==> config.mk <==
export PLATFORM = sky130hd
export DESIGN_NAME = fixed_point_divider_seq
export DESIGN_NICKNAME = d
export VERILOG_FILES = /design/src/rtl/fixed_point_div_pkg.sv /design/src/rtl/fpd_round_sat.sv /design/src/rtl/fixed_point_divider_seq.sv
export SDC_FILE = /design/constraint.sdc
export NUM_CORES = 1
export LEC_CHECK = 0
export CELL_PAD_IN_SITES_DETAIL_PLACEMENT = 1
export CELL_PAD_IN_SITES_GLOBAL_PLACEMENT = 1
export CORE_ASPECT_RATIO = 0.8
export CORE_MARGIN = 8
export CORE_UTILIZATION = 47
export DETAILED_ROUTE_END_ITERATION = 8
export HOLD_SLACK_MARGIN = 0.1
export PLACE_DENSITY = 0.95
export REMOVE_ABC_BUFFERS = 1
export SLEW_MARGIN = 20
export SYNTH_ARGS = -nofsm -noshare
export SYNTH_HDL_FRONTEND = slang
export SYNTH_SLANG_ARGS = --single-unit
==> constraint.sdc <==
create_clock -name clk -period 17.6 [get_ports clk]
set_input_delay 3.52 -clock clk [delete_from_list [all_inputs] [get_ports clk]]
set_output_delay 3.52 -clock clk [all_outputs]
set_load 0.01 [all_outputs]
==> src/rtl/fixed_point_div_pkg.sv <==
// Shared types and sizing helpers for the sequential sign-magnitude divider.
package fixed_point_div_pkg;

   typedef enum logic [1:0] {
      S_IDLE  = 2'd0,
      S_CALC  = 2'd1,
      S_ROUND = 2'd2,
      S_DONE  = 2'd3
   } state_e;

   // Quotient register width: N-1+Q result bits plus one guard bit.
   function automatic int calc_k(input int n, input int q);
      return n + q;
   endfunction

   // Width of the iteration counter that counts K restoring steps down to 1.
   function automatic int cnt_width(input int n, input int q);
      return $clog2(n + q + 1);
   endfunction

endpackage

==> src/rtl/fpd_round_sat.sv <==
// Guard-bit rounding, saturation and sign fix-up for the raw K-bit quotient.
module fpd_round_sat
   import fixed_point_div_pkg::*;
#(
   parameter int N = 32,
   parameter int Q = 3
) (
   input  logic [calc_k(N, Q)-1:0] quo_raw_i,
   input  logic                    round_en_i,
   input  logic                    sign_i,
   output logic [N-1:0]            quotient_o,
   output logic                    overflow_o
);

   localparam int K = calc_k(N, Q);

   logic [K-1:0]   mag_ext_s;
   logic [N-2:0]   mag_s;
   logic           sat_s;

   // Drop the guard bit, optionally add it back as a half-up round, then clamp.
   always_comb begin
      mag_ext_s = {1'b0, quo_raw_i[K-1:1]}
                + {{(K-1){1'b0}}, (round_en_i & quo_raw_i[0])};
      sat_s     = |mag_ext_s[K-1:N-1];
      if (sat_s) begin
         mag_s = {(N-1){1'b1}};
      end else begin
         mag_s = mag_ext_s[N-2:0];
      end
      overflow_o = sat_s;
      // A zero magnitude is always reported as positive zero.
      quotient_o = {(sign_i & (|mag_s)), mag_s};
   end

endmodule

==> src/rtl/fixed_point_divider_seq.sv <==
// Radix-2 restoring sign-magnitude fixed-point divider with valid/ready on
// both sides, optional round-half-up, saturation and divide-by-zero flag.
module fixed_point_divider_seq
   import fixed_point_div_pkg::*;
#(
   parameter int N = 32,
   parameter int Q = 3
) (
   input  logic         clk,
   input  logic         rst,
   input  logic         in_valid,
   output logic         in_ready,
   input  logic [N-1:0] dividend,
   input  logic [N-1:0] divisor,
   input  logic         round_en,
   output logic         out_valid,
   input  logic         out_ready,
   output logic [N-1:0] quotient,
   output logic         overflow,
   output logic         div_by_zero
);

   localparam int K  = calc_k(N, Q);
   localparam int CW = cnt_width(N, Q);

   state_e         state_q, state_d;
   logic [CW-1:0]  cnt_q, cnt_d;
   logic [N-2:0]   rem_q, rem_d;     // remainder always stays below the divisor
   logic [K-1:0]   num_q, num_d;
   logic [K-1:0]   quo_q, quo_d;
   logic [N-2:0]   dmag_q, dmag_d;
   logic           sign_q, sign_d;
   logic           rnd_q, rnd_d;
   logic [N-1:0]   quotient_q, quotient_d;
   logic           overflow_q, overflow_d;
   logic           dbz_q, dbz_d;

   logic [N-1:0]   rem_shift_s;
   logic [N:0]     sub_s;
   logic           ge_s;
   logic           unused_s;
   logic [N-1:0]   rs_quotient_s;
   logic           rs_overflow_s;

   // One restoring step: shift in the next numerator bit and trial-subtract.
   always_comb begin
      rem_shift_s = {rem_q, num_q[K-1]};
      sub_s       = {1'b0, rem_shift_s} - {2'b00, dmag_q};
      ge_s        = ~sub_s[N];
      // Bit N-1 of a successful difference is always zero (result < divisor).
      unused_s    = sub_s[N-1];
   end

   fpd_round_sat #(
      .N (N),
      .Q (Q)
   ) u_round_sat (
      .quo_raw_i  (quo_q),
      .round_en_i (rnd_q),
      .sign_i     (sign_q),
      .quotient_o (rs_quotient_s),
      .overflow_o (rs_overflow_s)
   );

   // Next-state and datapath control for IDLE -> CALC -> ROUND -> DONE.
   always_comb begin
      state_d    = state_q;
      cnt_d      = cnt_q;
      rem_d      = rem_q;
      num_d      = num_q;
      quo_d      = quo_q;
      dmag_d     = dmag_q;
      sign_d     = sign_q;
      rnd_d      = rnd_q;
      quotient_d = quotient_q;
      overflow_d = overflow_q;
      dbz_d      = dbz_q;
      case (state_q)
         S_IDLE: begin
            if (in_valid) begin
               dmag_d = divisor[N-2:0];
               num_d  = {dividend[N-2:0], {(Q+1){1'b0}}};
               rem_d  = {(N-1){1'b0}};
               quo_d  = {K{1'b0}};
               cnt_d  = CW'(K);
               sign_d = dividend[N-1] ^ divisor[N-1];
               rnd_d  = round_en;
               if (divisor[N-2:0] == {(N-1){1'b0}}) begin
                  // Divide by zero skips the iteration; a -0 dividend reads as +0.
                  quotient_d = {(dividend[N-1] & (|dividend[N-2:0])), {(N-1){1'b1}}};
                  overflow_d = 1'b0;
                  dbz_d      = 1'b1;
                  state_d    = S_DONE;
               end else begin
                  state_d    = S_CALC;
               end
            end else begin
               state_d = S_IDLE;
            end
         end
         S_CALC: begin
            rem_d = ge_s ? sub_s[N-2:0] : rem_shift_s[N-2:0];
            num_d = {num_q[K-2:0], 1'b0};
            quo_d = {quo_q[K-2:0], ge_s};
            cnt_d = cnt_q - CW'(1);
            if (cnt_q == CW'(1)) begin
               state_d = S_ROUND;
            end else begin
               state_d = S_CALC;
            end
         end
         S_ROUND: begin
            quotient_d = rs_quotient_s;
            overflow_d = rs_overflow_s;
            dbz_d      = 1'b0;
            state_d    = S_DONE;
         end
         S_DONE: begin
            if (out_ready) begin
               state_d = S_IDLE;
            end else begin
               state_d = S_DONE;
            end
         end
         default: begin
            state_d = S_IDLE;
         end
      endcase
   end

   // State, iteration and output registers with asynchronous reset.
   always_ff @(posedge clk or posedge rst) begin
      if (rst) begin
         state_q    <= S_IDLE;
         cnt_q      <= {CW{1'b0}};
         rem_q      <= {(N-1){1'b0}};
         num_q      <= {K{1'b0}};
         quo_q      <= {K{1'b0}};
         dmag_q     <= {(N-1){1'b0}};
         sign_q     <= 1'b0;
         rnd_q      <= 1'b0;
         quotient_q <= {N{1'b0}};
         overflow_q <= 1'b0;
         dbz_q      <= 1'b0;
      end else begin
         state_q    <= state_d;
         cnt_q      <= cnt_d;
         rem_q      <= rem_d;
         num_q      <= num_d;
         quo_q      <= quo_d;
         dmag_q     <= dmag_d;
         sign_q     <= sign_d;
         rnd_q      <= rnd_d;
         quotient_q <= quotient_d;
         overflow_q <= overflow_d;
         dbz_q      <= dbz_d;
      end
   end

   assign in_ready    = (state_q == S_IDLE);
   assign out_valid   = (state_q == S_DONE);
   assign quotient    = quotient_q;
   assign overflow    = overflow_q;
   assign div_by_zero = dbz_q;

endmodule

==> summary.txt, run 1 <==
Placed Instances -> 1460
worst clock skew -> 0.0149 ns
gr usage total -> 24.6%
pin count of the biggest net entering global routing -> 104
WP buf/inv -> 2
Hold Path End -> num_q[33]
clk_lat worst skew -> 0.45 ns
Psw -> 1.26 mW
yosys synthesis warning count -> 0
flop-to-flop setup slack -> 13.52 ns
antenna violations before repair -> 0
Logic pwr share -> 57.0%
Tot Pwr -> 2.66 mW
Least-Margin Pin Slew -> 1.03 ns
final hold slack -> 0.475 ns
Num CTS Buffers -> 17
number of flops mapped to enable cells by yosys -> 0
share of layout cells above drive strength 1 -> 4.66%
Post CTS Setup Buffer Count -> 0
grt ovf -> 0
Setup CP Type -> in2reg
outcome -> completed
htree depth -> 4
drt initial violations -> 862
r2r startpoint -> rem_q[5]
global-route wire length before repair -> 51500 um
pins over their slew limit -> 0
final WL -> 31400 um
Filler Cell Count -> 2393
count of non-filler cells in the finished layout -> 1492
Crit path max-delay family -> simple AND/OR/NAND/NOR gates
Clock Power Share -> 15.1%
Sw Ratio -> 47.4%
vias -> 9120
CTS tree -> built
PortBufs -> 104
DRT antenna net count -> 0
Startpoint Class -> input port
Root Driver -> clkbuf_16
Async S/R FF share, synth -> 100%
# nets final -> 1315
required time of the worst setup path -> 17.95 ns
hold path depth -> 2
CP max FO -> 30
pwr/cell area -> 230 nW/um^2
Synth cell types -> 66
die area -> 25700 sq um
Detailed Place HPWL -> 20900 um
Worst path max stage delay -> 0.80 ns
CTS Buffer Depth -> 2
core area -> 20500 sq um
most common cell after layout, fill and taps aside -> nand2_1
cells along the critical path -> clkdlybuf4s50_1 -> nor4_1 -> nand4_1 -> nor3_1 -> inv_1 -> nand2_1 -> nor2_1 -> a21oi_1
Sink Count -> 172
Crit path arrival time -> 6.81 ns
synthesis-stage register bit count -> 172
Crit-path slowest cell -> nand2_1
Max-cap violations -> 0
worst min path class -> reg2reg
Ports -> 105
ys flop type -> dfrtp_1
Hold Fails Final Rpt -> 0
Area Growth Syn to Fin -> 18.3%
part of the power in registers -> 28.0%
die width -> 177 um
Achievable Freq -> 155 MHz
R2R Path End -> rem_q[6]
Final setup violation count -> 0
VDD IR max -> 86.4 uV
fin crit period -> 6.47 ns
post-cts sizing count -> 0
min-delay src -> num_q[33]
setup TNS -> 0 ns
RSZ-0062 raised after global routing -> no
R2R depth -> 10
crit share post-route -> 36.7%
sequential share of the synthesized area -> 44.0%
Worst-path clk slew -> 0.07 ns
DR WL/cell -> 21.0 um
Syn Area/Cell -> 8.50 sq um
Detailed Routing Iterations Pass 1 -> 5
Initial Util -> 47.6%
site row count -> 47
ANT cells -> 0
Post-Syn Area -> 9780 sq um
Die Y -> 145 um
# DRC -> 0
Post-Synthesis Cells -> 1150
Setup crit end kind -> flop
number of global-route vias before repair -> 9936
relative slew slack -> 31.4%
Placer Congestion -> 0.905
P_int -> 1.40 mW
most frequent cells in the layout -> nand2_1, dfrtp_1, o21ai_0, clkdlybuf4s50_1, a21oi_1
post-layout util -> 56.3%
vias per cell -> 6.11
Hold-fix buffers, CTS -> 0
Leakage Power -> 4.97 nW
registers in the layout (all words and copies together), names as in the netlist:
register	flops
overflow	1
div_by_zero	1
quotient	32
sign_q	1
rnd_q	1
num_q	31
dmag_q	31
rem_q	31
quo_q	35
cnt_q	6
state_q	2
stage by stage:
stage	setup slack [ns]	instance area, sq um
after floorplan	8.77	9490
after global placement	10.95	10900
after detailed placement	10.83	10900
after CTS	11.22	11600
after global routing	10.94	11600
final	11.13	11600
cells by family after synthesis:
kind of cell | count (synthesis) | share of synthesized area [%]
flip-flops | 172 | 44.0
buffers and inverters | 119 | 4.84
AND/OR/NAND/NOR | 429 | 19.9
AO/OA/AOI/OAI | 325 | 20.1
multiplexers | 20 | 2.06
XOR/XNOR | 49 | 4.39
adder cells (fa/ha/maj) | 36 | 4.68
layout make-up:
cell class / instances / area [sq um] / area share (%)
clock buffers: 17 / 425 / 3.68
inverters: 49 / 189 / 1.63
clock inverters: 15 / 188 / 1.62
repair buffers: 111 / 1090 / 9.46
well taps: 269 / 337 / 2.91
flip-flops and latches: 172 / 4300 / 37.2
multi-input cells: 859 / 5020 / 43.5
worst max-delay path by stage:
| stage | start | to | slack [ns] | cells past startpoint |
|---|---|---|---|---|
| floorplan | in_valid | rem_q[25] | 8.77 | 4 |
| global placement | in_valid | quotient[0] | 10.95 | 8 |
| detailed placement | in_valid | quotient[29] | 10.83 | 8 |
| CTS | divisor[16] | quotient[28] | 11.22 | 8 |
| global route | in_valid | quotient[28] | 10.94 | 8 |
| finish | divisor[16] | quotient[28] | 11.13 | 8 |
worst reg2reg max path, cell delays in order (launching register included):
cell       delay, ns
dfrtp_1         0.42
ha_1            0.37
o21a_1          0.20
o21ai_0         0.24
a21oi_1         0.15
a31oi_1         0.40
o2111ai_2       0.24
a2111oi_4       0.68
or2_1           0.82
a21oi_1         0.27
o21ai_0         0.22
metal layers:
metal	global-route usage [%]	up-vias	routed length, um
li1	-	4147	-
met2	38.8	338	14400
met5	0	-	0
met1	31.4	4544	13900
met3	4.93	91	1830
met4	13.0	0	1210
synth_stat cells, drive strengths merged (20+ instances only):
library cell / number / share of area [%]
nor2: 66 / 2.5
o21ai: 112 / 5.7
a21oi: 101 / 5.2
dfrtp: 172 / 44
ha: 35 / 4.5
nand3: 20 / 1.0
clkbuf: 54 / 2.1
a22oi: 30 / 2.3
nor4: 20 / 1.3
inv: 49 / 1.9
nand2: 232 / 8.9
xor2: 22 / 2.0
xnor2: 27 / 2.4
power groups by stage:
| stage | logic [mW] | registers [mW] | clock network, mW |
|---|---|---|---|
| 3_5_place_dp | 1.45 | 0.741 | 0 |
| 5_1_grt | 1.66 | 0.766 | 0.419 |
| 4_1_cts | 1.50 | 0.739 | 0.405 |
| 6_report | 1.52 | 0.744 | 0.401 |
| 3_3_place_gp | 1.36 | 0.729 | 0 |
| 2_1_floorplan | 1.01 | 0.712 | 0 |
No activity file was read; power rests on OpenSTA's default activity.
==> run 2, diff against run 1 <==
--- a/config.mk
+++ b/config.mk
@@ -9,10 +9,10 @@
 export CELL_PAD_IN_SITES_GLOBAL_PLACEMENT = 1
 export CORE_ASPECT_RATIO = 0.8
 export CORE_MARGIN = 8
-export CORE_UTILIZATION = 47
+export CORE_UTILIZATION = 39
 export DETAILED_ROUTE_END_ITERATION = 8
 export HOLD_SLACK_MARGIN = 0.1
-export PLACE_DENSITY = 0.95
+export PLACE_DENSITY = 0.86
 export REMOVE_ABC_BUFFERS = 1
 export SLEW_MARGIN = 20
 export SYNTH_ARGS = -nofsm -noshare
==> constraint.sdc (replaced) <==
create_clock -name clk -period 5.3 [get_ports clk]
set_input_delay 1.06 -clock clk [delete_from_list [all_inputs] [get_ports clk]]
set_output_delay 1.06 -clock clk [all_outputs]
set_load 0.01 [all_outputs]
==> run 2 against run 1 <==
  * Power grew to 3.2 times the previous value
  * Global-route usage fell by 4.5 points
  * Largest cell class unchanged
  * Die area is 18% higher
  * Sequential power grew to 3.3 times the previous value
  * Final cell count rose by 3.8%
  * Non-clock buffer count rose by 2
  * Register-to-register slack lost 12 ns
  * Critical path depth rose by 2
  * Clock power grew to 3.2 times the previous value
==> summary.txt, run 2 (same netlist as run 1, synthesis figures left out) <==
Detailed Routing Iterations Pass 1 -> 4 (was 5)
Post CTS Setup Buffer Count -> 0 (unchanged)
Finished Cell Area -> 11600 sq um (about the same)
worst min path class -> reg2reg (unchanged)
site row count -> 52 (was 47)
RSZ-0062 raised after global routing -> no (unchanged)
CP max FO -> 19 (was 30)
DR WL/cell -> 19.1 um (was 21.0 um)
post-cts sizing count -> 0 (unchanged)
pins over their slew limit -> 0 (unchanged)
Crit path arrival time -> 4.32 ns (was 6.81 ns)
Final setup violation count -> 0 (unchanged)
Worst path max stage delay -> 0.82 ns (was 0.80 ns)
Max-cap violations -> 0 (unchanged)
crit share post-route -> 75.6%
# nets final -> 1317 (was 1315)
placed inst area -> 11000 sq um (was 10900 sq um)
R2R depth -> 10 (unchanged)
post-layout util -> 46.6% (was 56.3%)
CTS Buffer Depth -> 2 (unchanged)
vias -> 8775 (was 9120)
Sink Count -> 172 (unchanged)
relative slew slack -> 32.4% (was 31.4%)
Area Growth Syn to Fin -> 19.2% (was 18.3%)
pwr/cell area -> 741 nW/um^2 (was 230 nW/um^2)
Setup crit end kind -> flop (unchanged)
final WL -> 29500 um (was 31400 um)
grt ovf -> 0 (unchanged)
outcome -> completed (unchanged)
Detailed Place HPWL -> 20500 um (was 20900 um)
fin crit period -> 4.00 ns
Least-Margin Pin Slew -> 1.01 ns (was 1.03 ns)
ANT cells -> 0 (unchanged)
gr usage total -> 20.1% (was 24.6%)
Achievable Freq -> 250 MHz
Tot Pwr -> 8.63 mW (was 2.66 mW)
max reg flops -> 35 (unchanged)
# DRC -> 0 (unchanged)
cells along the critical path -> ha_1 -> a21o_1 -> a211oi_2 -> a21oi_1 -> a31oi_1 -> o2111ai_2 -> a2111oi_4 -> or2_1 -> mux2i_1 -> a22o_1 (was clkdlybuf4s50_1 -> nor4_1 -> nand4_1 -> nor3_1 -> inv_1 -> nand2_1 -> nor2_1 -> a21oi_1)
worst clock skew -> 0.0155 ns (was 0.0149 ns)
Hold-fix buffers, CTS -> 0 (unchanged)
number of global-route vias before repair -> 9258 (was 9936)
Startpoint Class -> flop (was input port)
antenna violations before repair -> 0 (unchanged)
CTS tree -> built (unchanged)
drt initial violations -> 560 (was 862)
Top reg by flops -> quo_q (unchanged)
DRT antenna net count -> 0 (unchanged)
core area -> 25000 sq um (was 20500 sq um)
global-route wire length before repair -> 49100 um (was 51500 um)
Worst-path clk slew -> 0.07 ns (about the same)
hold path depth -> 2 (unchanged)
Setup CP Type -> reg2reg (was in2reg)
Placer Congestion -> 0.876 (was 0.905)
required time of the worst setup path -> 5.61 ns (was 17.95 ns)
Leakage Power -> 4.99 nW (was 4.97 nW)
most common cell after layout, fill and taps aside -> nand2_1 (unchanged)
Initial Util -> 39.1% (was 47.6%)
Ports -> 105 (unchanged)
die width -> 193 um (was 177 um)
Crit-path slowest cell -> or2_1 (was nand2_1)
vias per cell -> 5.66 (was 6.11)
PortBufs -> 104 (unchanged)
Die Y -> 158 um (was 145 um)
Root Driver -> clkbuf_16 (unchanged)
VDD IR max -> 255 uV (was 86.4 uV)
Hold Fails Final Rpt -> 0 (unchanged)
Num CTS Buffers -> 17 (unchanged)
most frequent cells in the layout -> nand2_1, dfrtp_1, o21ai_0, clkdlybuf4s50_1, a21oi_1 (unchanged)
htree depth -> 4 (unchanged)
clk_lat worst skew -> 0.44 ns (was 0.45 ns)
share of layout cells above drive strength 1 -> 4.82% (was 4.66%)
pin count of the biggest net entering global routing -> 113 (was 104)
die area -> 30400 sq um (was 25700 sq um)
run 2: changes by cell type in the layout (fill, tap and decap cells not counted):
cell,change
clkbuf_8,+1
bufinv_16,-1
clkinv_2,+1
clkinvlp_4,-1
buf_12,+1
inv_6,-2
buf_4,+1
inv_8,+1
clkinv_8,+1
run 2: path summary, 6_finish.rpt:
check | startpoint | end | slack, ns
min | num_q[29] | num_q[29] | 0.48
min reg2reg | num_q[29] | num_q[29] | 0.48
max reg2reg | rem_q[4] | rem_q[0] | 1.30
min in group asynchronous | rst | dmag_q[27] | 1.16
max | rem_q[4] | rem_q[0] | 1.30
max in group asynchronous | rst | num_q[34] | 3.26
run 2: routing by layer:
metal | GRT usage (%) | up-vias | routed length, um
met5 | 0 | - | 0
met4 | 4.97 | 0 | 314
met3 | 3.39 | 23 | 1340
met2 | 30.9 | 213 | 13200
met1 | 28.9 | 4382 | 14700
li1 | - | 4157 | -
run 2: stage by stage:
| step | TNS, ns | std cells | worst slack, ns | hold WS [ns] |
|---|---|---|---|---|
| finish | 0 | 1549 | 1.30 | 0.478 |
| global route | 0 | 1549 | 1.07 | 0.487 |
| global placement | 0 | 1517 | 0.973 | 0.458 |
| floorplan | -117.10 | 1080 | -1.07 | 0.438 |
| CTS | 0 | 1549 | 1.27 | 0.481 |
| detailed placement | 0 | 1517 | 0.747 | 0.463 |
run 2: power by group:
part | internal, mW | leakage (nW) | switching [mW]
combinational | 1.97 | 2.58 | 2.93
clock | 0.719 | 0.296 | 0.579
sequential | 1.94 | 2.11 | 0.500
total | 4.63 | 4.99 | 4.01
run 2: layout make-up:
type | instances | area [sq um]
Inverter | 49 | 191
Timing Repair Buffer | 113 | 1120
Clock buffer | 18 | 439
Fill cell | 2934 | 13300
Tap cell | 324 | 405
Clock inverter | 14 | 163
Multi-Input combinational cell | 859 | 5020
Sequential cell | 172 | 4300
run 2: worst max-delay path: cells and delay by family (launching register included):
family	cells	cell delay (ns)
compound gates	7	2.10
simple gates	1	0.82
flops	1	0.41
fa+ha+maj	1	0.38
mux	1	0.18
==> run 3, diff against run 2 <==
==> constraint.sdc (replaced) <==
create_clock -name clk -period 3.5 [get_ports clk]
set_input_delay 0.7 -clock clk [delete_from_list [all_inputs] [get_ports clk]]
set_output_delay 0.7 -clock clk [all_outputs]
set_load 0.01 [all_outputs]
==> run 3 against run 2 <==
  * Non-clock buffer count up 18
  * Combinational power up 56%
  * Largest power group unchanged
  * Worst setup slack worse by 1.1 ns
  * Count of clock-buffer cells in the layout down 1
  * Sequential share of layout area down 0.51 points
  * Sequential power up 52%
  * Largest cell class unchanged
  * Critical endpoint is now rem_q[3]
  * Critical path type unchanged
  * Via count up 2.2%
==> summary.txt, run 3 (same netlist as run 1, synthesis figures left out) <==
Top reg by flops -> quo_q (unchanged)
pin count of the biggest net entering global routing -> 102 (was 113)
crit share post-route -> 94.0% (was 75.6%)
Crit path arrival time -> 3.58 ns (was 4.32 ns)
Setup CP Type -> reg2reg (unchanged)
max reg flops -> 35 (unchanged)
Post CTS Setup Buffer Count -> 0 (unchanged)
die width -> 193 um (unchanged)
outcome -> completed (unchanged)
most common cell after layout, fill and taps aside -> nand2_1 (unchanged)
CP max FO -> 6 (was 19)
number of global-route vias before repair -> 9507 (was 9258)
Startpoint Class -> flop (unchanged)
htree depth -> 4 (unchanged)
PortBufs -> 104 (unchanged)
DR WL/cell -> 19.6 um (was 19.1 um)
fin crit period -> 3.29 ns (was 4.00 ns)
Die Y -> 158 um (unchanged)
vias per cell -> 5.72 (was 5.66)
DRT antenna net count -> 0 (unchanged)
grt ovf -> 0 (unchanged)
Finished Cell Area -> 11800 sq um (was 11600 sq um)
Worst-path clk slew -> 0.07 ns (about the same)
Initial Util -> 39.1% (unchanged)
pins over their slew limit -> 0 (unchanged)
Detailed Routing Iterations Pass 1 -> 7 (was 4)
most frequent cells in the layout -> nand2_1, dfrtp_1, o21ai_0, clkdlybuf4s50_1, a21oi_1 (unchanged)
# nets final -> 1335 (was 1317)
Leakage Power -> 5.08 nW (was 4.99 nW)
R2R depth -> 14 (was 10)
post-cts sizing count -> 0 (unchanged)
RSZ-0062 raised after global routing -> no (unchanged)
Hold-fix buffers, CTS -> 0 (unchanged)
Achievable Freq -> 304 MHz (was 250 MHz)
Detailed Place HPWL -> 21500 um (was 20500 um)
Root Driver -> clkbuf_16 (unchanged)
Ports -> 105 (unchanged)
# DRC -> 0 (unchanged)
hold path depth -> 2 (unchanged)
placed inst area -> 11200 sq um (was 11000 sq um)
Sink Count -> 172 (unchanged)
relative slew slack -> 40.4% (was 32.4%)
DP Worst Slack -> -0.0978 ns (was 0.747 ns)
Final WS setup -> 0.210 ns (was 1.30 ns)
Num CTS Buffers -> 17 (unchanged)
VDD IR max -> 505 uV (was 255 uV)
Max-cap violations -> 0 (unchanged)
Area Growth Syn to Fin -> 20.8% (was 19.2%)
vias -> 8966 (was 8775)
worst clock skew -> 0.0117 ns (was 0.0155 ns)
Hold Fails Final Rpt -> 0 (unchanged)
antenna violations before repair -> 1 (was 0)
ANT cells -> 0 (unchanged)
share of layout cells above drive strength 1 -> 6.19% (was 4.82%)
Setup crit end kind -> flop (unchanged)
final WL -> 30700 um (was 29500 um)
required time of the worst setup path -> 3.79 ns (was 5.61 ns)
drt initial violations -> 725 (was 560)
site row count -> 52 (unchanged)
Final setup violation count -> 0 (unchanged)
Placer Congestion -> 0.890 (was 0.876)
CTS tree -> built (unchanged)
pwr/cell area -> 1120 nW/um^2 (was 741 nW/um^2)
CTS Buffer Depth -> 2 (unchanged)
gr usage total -> 20.9% (was 20.1%)
clk_lat worst skew -> 0.44 ns (about the same)
worst min path class -> reg2reg (unchanged)
die area -> 30400 sq um (unchanged)
core area -> 25000 sq um (unchanged)
global-route wire length before repair -> 50800 um (was 49100 um)
Least-Margin Pin Slew -> 0.891 ns (was 1.01 ns)
[run 3: per-layer routing]
metal	vias to the layer above	wire [um]	global-route usage [%]
met5	-	11	0
met4	2	839	8.08
met3	64	1430	3.21
met2	246	13700	32.3
met1	4465	14700	29.2
li1	4189	-	-
[run 3: final timing paths]
kind                                 from          to  slack, ns
worst max-delay path            num_q[34]    rem_q[3]       0.21
worst min-delay path            num_q[28]   num_q[28]       0.48
worst max register to register  num_q[34]    rem_q[3]       0.21
worst min register to register  num_q[28]   num_q[28]       0.48
max in group asynchronous             rst   rem_q[15]       2.07
min in group asynchronous             rst  dmag_q[27]       0.69
[run 3: final cells by class]
| cell class | count | area, sq um |
|---|---|---|
| fill | 2949 | 13200 |
| timing repair buffer | 131 | 1310 |
| tap | 324 | 405 |
| inverter | 49 | 189 |
| clock inverter | 15 | 156 |
| multi-input combinational | 859 | 5020 |
| clock buffer | 17 | 425 |
| sequential | 172 | 4300 |
[run 3: critical path, stage by stage, from the launching register on]
cell and delay [ns]:
dfrtp_1 0.34, inv_1 0.05, ha_1 0.22, fa_1 0.42
nand2b_1 0.19, a21o_1 0.17, a21oi_1 0.18, a31oi_1 0.18
o2111ai_2 0.31, a2111oi_4 0.12, buf_4 0.17, nor2_1 0.20
buf_4 0.23, mux2i_1 0.22, o21ai_0 0.11
[run 3: per-stage QoR]
stage | TNS [ns] | cells | power [mW] | utilization (%) | hold slack (ns)
after floorplan | -503.71 | 1080 | 8.69 | - | 0.438
after global placement | -0.0211 | 1534 | 10.8 | 44.9 | 0.458
after detailed placement | -0.0978 | 1534 | 11.2 | 44.9 | 0.463
after CTS | 0 | 1566 | 13.3 | 47.2 | 0.483
after global routing | 0 | 1567 | 14.4 | 47.3 | 0.501
final | 0 | 1567 | 13.3 | 47.3 | 0.484
[run 3: report_power, final]
group | switching [mW] | total, mW | internal, mW | leakage [nW]
logic | 4.53 | 7.65 | 3.12 | 2.69
clock network | 0.923 | 1.93 | 1.01 | 0.283
registers | 0.761 | 3.70 | 2.93 | 2.11
